[config.mk]
export PLATFORM = sky130hd
export DESIGN_NAME = shift_queue
export DESIGN_NICKNAME = d
export VERILOG_FILES = /design/src/rtl/shift_queue.sv
export SDC_FILE = /design/constraint.sdc
export NUM_CORES = 1
export LEC_CHECK = 0
export BUFFER_PORTS_ARGS = -buffer_cell sky130_fd_sc_hd__buf_2
export CORE_UTILIZATION = 35
export CTS_CLUSTER_DIAMETER = 30
export DETAILED_ROUTE_END_ITERATION = 10
export PLACE_DENSITY_LB_ADDON = 0.15
export SETUP_SLACK_MARGIN = 0.2
export SLEW_MARGIN = 20
export SYNTH_ARGS = -nofsm -noshare
export SYNTH_HDL_FRONTEND = slang
export SYNTH_SLANG_ARGS = --single-unit
[constraint.sdc]
create_clock -name clk -period 16.66 [get_ports clk]
set_clock_uncertainty 0.2 [all_clocks]
set_input_delay 4.165 -clock clk [delete_from_list [all_inputs] [get_ports clk]]
set_output_delay 4.165 -clock clk [all_outputs]
set_load 0.1 [all_outputs]
[src/rtl/shift_queue.sv]
// Shift-register queue: head always at index 0, single or burst append at the tail.
// Latency: accepted pop/append visible on taps/dout/count one cycle after the edge.
// Backpressure: none; rejected appends and empty pops are dropped and flagged on overflow/underflow.
//
// Ports:
//   clk, reset_n      clock, asynchronous active-low reset
//   clr               synchronous clear (beats push/pop/burst_load)
//   push, din         append one entry at the tail
//   burst_load,       append BURST entries, burst_din[0] first
//   burst_din
//   pop               drop head, shift remaining entries toward index 0
//   dout, taps        head entry / all storage entries (taps[0] is head)
//   count             valid entries, 0..LEN
//   empty, full       decoded from count
//   overflow,         one-cycle pulses after a dropped append / empty pop
//   underflow
module shift_queue #(
   parameter int WID   = 8,
   parameter int LEN   = 16,
   parameter int BURST = 8,
   localparam int CW   = $clog2(LEN + 1)
) (
   input  logic            clk,
   input  logic            reset_n,
   input  logic            clr,
   input  logic            push,
   input  logic [WID-1:0]  din,
   input  logic            burst_load,
   input  logic [WID-1:0]  burst_din [BURST],
   input  logic            pop,
   output logic [WID-1:0]  dout,
   output logic [WID-1:0]  taps [LEN],
   output logic [CW-1:0]   count,
   output logic            empty,
   output logic            full,
   output logic            overflow,
   output logic            underflow
);

   logic [WID-1:0] ent     [LEN];
   logic [WID-1:0] ent_nxt [LEN];
   logic [CW-1:0]  cnt_nxt;
   logic           ovf_nxt;
   logic           unf_nxt;
   int             tail;

   // Pop is resolved first; the append then targets the post-pop tail, so a
   // push+pop on a full queue still fits.
   always_comb begin
      ent_nxt = ent;
      cnt_nxt = count;
      ovf_nxt = 1'b0;
      unf_nxt = 1'b0;
      tail    = 0;

      if (pop) begin
         if (count != '0) begin
            for (int i = 0; i < LEN - 1; i++) begin
               ent_nxt[i] = ent[i + 1];
            end
            ent_nxt[LEN-1] = '0;
            cnt_nxt        = count - CW'(1);
         end else begin
            unf_nxt = 1'b1;
         end
      end

      tail = int'(cnt_nxt);

      if (burst_load) begin
         // A push alongside a burst always loses, even if the burst is rejected.
         if (push) begin
            ovf_nxt = 1'b1;
         end
         if (LEN - tail >= BURST) begin
            for (int i = 0; i < LEN; i++) begin
               if (i >= tail && i < tail + BURST) begin
                  ent_nxt[i] = burst_din[i - tail];
               end
            end
            cnt_nxt = cnt_nxt + CW'(BURST);
         end else begin
            ovf_nxt = 1'b1;
         end
      end else if (push) begin
         if (tail < LEN) begin
            for (int i = 0; i < LEN; i++) begin
               if (i == tail) begin
                  ent_nxt[i] = din;
               end
            end
            cnt_nxt = cnt_nxt + CW'(1);
         end else begin
            ovf_nxt = 1'b1;
         end
      end
   end

   always_ff @(posedge clk or negedge reset_n) begin
      if (!reset_n) begin
         for (int i = 0; i < LEN; i++) begin
            ent[i] <= '0;
         end
         count     <= '0;
         overflow  <= 1'b0;
         underflow <= 1'b0;
      end else if (clr) begin
         for (int i = 0; i < LEN; i++) begin
            ent[i] <= '0;
         end
         count     <= '0;
         overflow  <= 1'b0;
         underflow <= 1'b0;
      end else begin
         ent       <= ent_nxt;
         count     <= cnt_nxt;
         overflow  <= ovf_nxt;
         underflow <= unf_nxt;
      end
   end

   assign taps  = ent;
   assign dout  = ent[0];
   assign empty = (count == '0);
   assign full  = (count == CW'(LEN));

endmodule

==> results of run 1 <==
## cell families after synthesis
logic type,synth area share (%)
flip-flops,29.0
AO/OA/AOI/OAI,20.4
adder cells (fa/ha/maj),1.61
XOR/XNOR,0.602
multiplexers,29.0
buffers and inverters,5.70
AND/OR/NAND/NOR,13.6
## cells in the mapped netlist, drive strengths merged, types with 6 or more instances
library cell | n | area share, %
a211oi | 12 | 0.82
mux2i | 163 | 14
nor2b | 9 | 0.48
and2 | 11 | 0.59
nor2 | 135 | 4.4
o21bai | 37 | 2.4
xnor2 | 6 | 0.45
mux2 | 11 | 1.1
a2111oi | 25 | 2.3
a311o | 15 | 1.3
a31oi | 17 | 0.91
mux4 | 72 | 14
a211o | 16 | 1.2
a21oi | 68 | 3.0
nand2 | 112 | 3.6
o221ai | 9 | 0.68
or3 | 8 | 0.43
nor3 | 21 | 0.95
inv | 18 | 0.62
o211ai | 8 | 0.52
buf | 44 | 2.7
clkbuf | 71 | 2.3
a221oi | 40 | 3.0
nand3 | 23 | 0.99
ha | 15 | 1.6
a221o | 18 | 1.5
o21ai | 21 | 0.90
dfrtp | 135 | 29
## layer usage
metal  track usage [%]  up-vias
met5                 0        -
met4              9.77        0
met3              5.26       89
met2              43.4      703
met1              44.0     5727
li1                  -     4922
## through the flow
stage	utilization, %	hold slack (ns)	cells	setup WS (ns)
floorplan	-	0.795	1200	7.87
global placement	39.6	0.342	1772	7.29
detailed placement	39.6	0.347	1772	7.15
CTS	41.6	0.360	1802	7.59
global route	41.6	0.378	1802	7.15
finish	41.6	0.360	1802	7.43
## critical path, cell delays in order
cell	delay, ns
buf_2	0.20
inv_1	0.13
nor3_1	0.30
or2_2	0.16
buf_4	0.55
inv_6	0.40
ha_1	0.43
inv_1	0.13
nor3_1	0.07
ha_1	0.37
inv_1	0.09
nor4_1	0.65
a211oi_2	0.15
buf_4	0.26
and4_1	0.33
a21oi_1	0.64
a2111oi_1	0.20
## area by class of cell
| class | instances | area (um2) |
|---|---|---|
| sequential | 135 | 3380 |
| clock buffer | 19 | 453 |
| inverter | 19 | 81.3 |
| tap | 442 | 553 |
| fill | 3266 | 19000 |
| multi-input combinational | 931 | 7620 |
| timing repair buffer | 245 | 1290 |
| clock inverter | 11 | 198 |
## flip-flops by register name (all words and copies together) (netlist names)
signal,flops
taps,120
dout,8
count,5
underflow,1
overflow,1
## how the worst max path moves through the flow
stage | from | slack (ns) | to
floorplan | count[0] | 7.87 | full
global placement | pop | 7.29 | taps[29]
detailed placement | pop | 7.15 | taps[31]
CTS | pop | 7.59 | taps[31]
global route | pop | 7.15 | taps[36]
finish | pop | 7.43 | taps[36]
==> summary.md, run 1 <==
The run finished with clean final reports. Gates resized during post-CTS repair numbered 0. The number of antenna violations at the first check in global routing came out at 0. The worst setup path is launched from an input port. STA puts the critical path data required time at 16.71 ns. The per-cell via count in the routed design is 6.35. In the synthesized netlist the dominant register cell turns out to be dfrtp_1. The quantity of hold-fixing buffers added after cts was 0; the half-perimeter wire length of the detailed placement result was 37500 um. For this run, the number of Yosys warnings is 0. The via count of the first global-routing pass is 10594, and the number of port buffers is 222. The root buffer cell chosen for the clock tree is clkbuf_16. The combined global-route utilization of all metal layers is 29.8%. In the layout the commonest cells are 220 x buf_2, 163 x mux2i_1, 135 x dfrtp_1. The tools report the number of levels the H-tree was split into as 4.

The routed wire length on met3 came out at 4470 um. The wire length reported by the detailed router was 50500 um; the die extent in y was 184 um. After detailed routing, the wire length on met1 is 22900 um.

The worst slew slack as a fraction of its limit is 31.7%, and the clock slew seen by the registers of the worst setup and hold paths is 0.07 ns. STA classifies the critical path endpoint as a flip-flop. The setup path with the least slack is of type input port to flip-flop. Entering global routing, the biggest net connects 70 pins. For the post-synthesis cell count, the log shows 1200.

The max-slew violation count was 0; the signed area change from the synthesized netlist to the final layout was 16.7%. Measured along the x axis, the die boundary spans 184 um. Yosys mapped a number of flops with a built-in enable equal to 0. The number of max-capacitance violations reported was 0; the final layout net count was 1442.

The tools report the cell area reported after detailed placement as 12900 um2. The number of nets handed over by synthesis was 1293. The final weighted congestion in routability-driven placement is 0.919.

In this run, distinct cell masters in the synthesized netlist total 76. The tools report the detailed router's first-iteration violation count as 1191. Summing the sequential cell areas from Yosys gives 29.0% of the chip area. Of all nets on the critical path, the largest fanout is 52. In the synthesized netlist the async set-or-reset flop fraction comes to 100%.

The data arrival at the endpoint of the critical path was 9.29 ns; the number of sinks on the clock net was 135. The most common cell after layout, fill and taps aside was buf_2. The area of the die came out at 34000 um2. The routed wirelength normalized by instance count was 28.0 um; the core box area was 32600 um2.

Summed over all nets, wire length on met2 after detailed routing comes to 21600 um. The worst register-to-register path begins at count[0]. The logs give 0 for the diode insertion count for antenna repair and 66 for the cell row count. The smallest clock period supported by the final layout is computed as 9.23 ns.

For this run the aggregate overflow at the end of global routing stands at 0. The worst hold path was traced through 2 stages. The routed layout has 11441 vias. The post-detailed-route DRC marker count is 0. For flop-to-flop paths, the worst setup slack is 10.23 ns. The fraction of layout instances using a drive strength above 1 is 28.1%, and the number of primary I/O pins is 223. The post-layout instance area is 13600 um2, and the number of storage elements in the synthesis netlist is 135. For this run, the top clock speed supported by timing is 108 MHz.

The post-route clock period utilization is 55.4%, and the number of setup violations in the final report is 0. The longest clock path from root to sink contains 2 buffers. The startpoint identified for the worst hold timing path is dout[0].

In this run the mean area of a mapped cell was 9.69 um2. In this run the top signal layer used is met4. For the worst flop-to-flop path, the logic depth is 19.

After synthesis the cells add up to 11600 um2. The setup TNS is 0 ns. The tools report the hold path endpoint as dout[0]. The min-delay analysis places its worst path in the category flip-flop to flip-flop.

For the CTS buffer count, the log shows 17. The pre-antenna-repair detailed-routing pass consisted of 6 iterations. The first-pass GRT wire length is 73400 um. Setup repair after global routing left no endpoint under its margin. TritonCTS built the clock tree.

The endpoint identified for the worst register-to-register timing path is taps[36]. At the later pin of the worst-skew pair, clock insertion delay measures 0.43 ns. Hold violation total from the final report: 0. Once the floorplan was initialized, standard cells occupied 35.7% of the core. Post-CTS timing repair inserted 0 buffers for setup. In this run the remaining antenna-violating nets after routing total 0.

The pin slew with the least headroom to its limit came out at 1.02 ns.
Power of run 1 is not shown: default switching activity piles up to over one toggle a cycle in this logic, so the estimate is an artifact.
==> inputs of run 2 (changes only) <==
- clock period: 16.66 -> 8.3 ns (I/O delays scaled with it)
==> run 2 against run 1 <==
Die area stayed put; critical path depth stayed put; utilization is 0.34 points lower; final cell count hardly changed; final area is 0.82% lower; sequential share of layout area is 0.21 points higher.
==> summary.md, run 2 (same netlist as run 1, synthesis figures left out) <==
The run finished with clean final reports. In this run the worst path has a maximum fanout of 24. The final worst-path setup slack is 1.49 ns, and the minimum period implied by the final worst setup slack is 6.81 ns. The post-route clock period utilization works out to 82.0%. The first detailed-routing pass took 8 iterations. The startpoint identified for the worst hold timing path is dout[2]. For the maximum buffer depth of the clock tree, the log shows 2.

The die covers 34000 um2. The tools report the worst slew slack as a fraction of its limit as 26.5%. For the quantity of hold-fixing buffers added after cts, the log shows 0. For the number of primary I/O pins, the log shows 223. The run gives 35.7% as the initial core utilization. The number of antenna violations at the first check in global routing was 0. The worst register-to-register path ends at taps[36].

From synthesis to final layout, the design area changed by 15.7%. Pre-CTS setup slack: 1.11 ns. In this run, the number of DRC markers left after iteration 0 of detailed routing was 1283.

The floorplan has 66 rows. Hold path endpoint: dout[2]. At the worst endpoint, the arrival time is 6.89 ns. The share of the core filled with cells was 41.3%.

For this run, the top clock speed supported by timing is 147 MHz. The per-cell via count in the routed design was 6.33. The required time of the worst setup path is 8.38 ns. The number of cells on the worst reg-to-reg path is 19.

Of the cells placed in the final design, the portion with a size suffix greater than 1 is 28.0%. The tools report the reg2reg setup slack as 2.21 ns. The detailed router placed 11413 vias in this run. The die extent in y works out to 184 um. The register with the most flip-flops in the layout has 120 of them.

The tools report the clock latency at the later pin of the worst-skew pair as 0.44 ns. The count of buffers added on input and output ports is 222. Measured along the x axis, the die boundary spans 184 um.

By startpoint and endpoint, the worst setup path is classified as input port to flip-flop. The run gives 0 as the count of nets left with antenna violations after detail routing. Setup repair after global routing left no endpoint under its margin. The H-tree was split into 4 levels.

The tools report the critical path launch point type as an input port. The wire length reported by the detailed router was 50900 um. The first-pass GRT wire length was 73300 um.

STA classifies the critical path endpoint as a flip-flop. The min-delay analysis places its worst path in the category flip-flop to flip-flop. The hold violation total from the final report was 0; the number of sinks on the clock net was 135.

CTS buffer count: 17. Dividing the detail-routed wire length by the instance count gives 28.2 um. The worst register-to-register path begins at count[0]. In the layout the commonest cells are 220 x buf_2, 163 x mux2i_1, 135 x dfrtp_1. The tool flagged a number of max-cap violations equal to 0.

After clock tree synthesis, the clock-pin slew on the worst setup and hold paths is 0.07 ns. The via count of the first global-routing pass is 10611. The number of gates resized after CTS was 0. For the pin with the worst max-slew slack, the measured transition is 1.10 ns. TritonCTS built the clock tree.

The finished cells cover 13500 um2. The cell sitting at the root of the clock tree is a clkbuf_16. Buffers added to address setup during post-CTS repair amount to 0. For the max-slew violation count, the log shows 0.

In the global route stage, overall resource usage came out at 30.1%. After detailed routing, the number of remaining DRC violations is 0. The overall overflow remaining after global route is 0, and the final layout net count is 1441. The tools report the final weighted congestion in routability-driven placement as 0.931.

The number of cells on the worst hold path was 2; the core box area was 32600 um2. Setup violations remaining at the end of the flow were counted as 0. For the largest net degree at the start of global routing, the log shows 89. After detailed placement, the total cell area comes to 12900 um2. The library cell used most frequently in the layout, excluding fill and tap cells, is buf_2. Fill cells in the final layout number 3323.

For the setup TNS, the log shows 0 ns. Detailed placement finished with a half-perimeter wire length of 37700 um.
## run 2: cell count changes in the layout (fill, tap and decap cells not counted), moves of 2 or more
cell	before	now
buf_4	24	22
bufinv_16	5	0
clkbuf_8	2	0
clkinv_2	1	3
clkinv_4	4	6
## run 2: critical path: stages
cell and delay (ns):
buf_2 0.20, inv_1 0.13, o21ai_0 0.44, and2_1 0.21, buf_4 0.33, inv_2 0.30
ha_1 0.36, inv_1 0.12, nor3_1 0.06, ha_1 0.35, inv_1 0.09, nor4_1 0.65
a211oi_2 0.15, buf_4 0.25, and4_1 0.33, a21oi_1 0.63, a2111oi_1 0.20
## run 2: how the worst max path moves through the flow
stage          startpoint  endpoint  slack (ns)
6_report              pop  taps[36]        1.49
5_1_grt               pop  taps[39]        1.05
4_1_cts               pop  taps[29]        1.56
3_5_place_dp          pop  taps[29]        1.11
3_3_place_gp          pop  taps[30]        1.31
2_1_floorplan    count[0]      full        1.60
## run 2: routing by layer
layer	part of all wire [%]	vias up	GRT usage, %	wire length (um)
met5	0	-	0	0
met4	3.1	0	11.2	1560
met3	9.8	88	7.61	4990
met2	43	640	43.4	21800
met1	44	5758	42.9	22600
li1	-	4927	-	-
## run 2: through the flow
| stage | std cells | hold slack, ns |
|---|---|---|
| 2_1_floorplan | 1200 | 0.795 |
| 3_3_place_gp | 1771 | 0.340 |
| 3_5_place_dp | 1771 | 0.345 |
| 4_1_cts | 1802 | 0.357 |
| 5_1_grt | 1802 | 0.400 |
| 6_report | 1803 | 0.352 |
## run 2: final cells by class
cell class                 instances  area [um2]  share of cell area, %
tap                              442         553                   4.11
timing repair buffer             244        1300                   9.64
clock buffer                      18         429                   3.19
clock inverter                    13         103                  0.762
antenna                            1        2.50                 0.0186
multi-input combinational        931        7620                   56.6
inverter                          19        81.3                  0.604
sequential                       135        3380                   25.1
Power of run 2 is left out for the same reason.
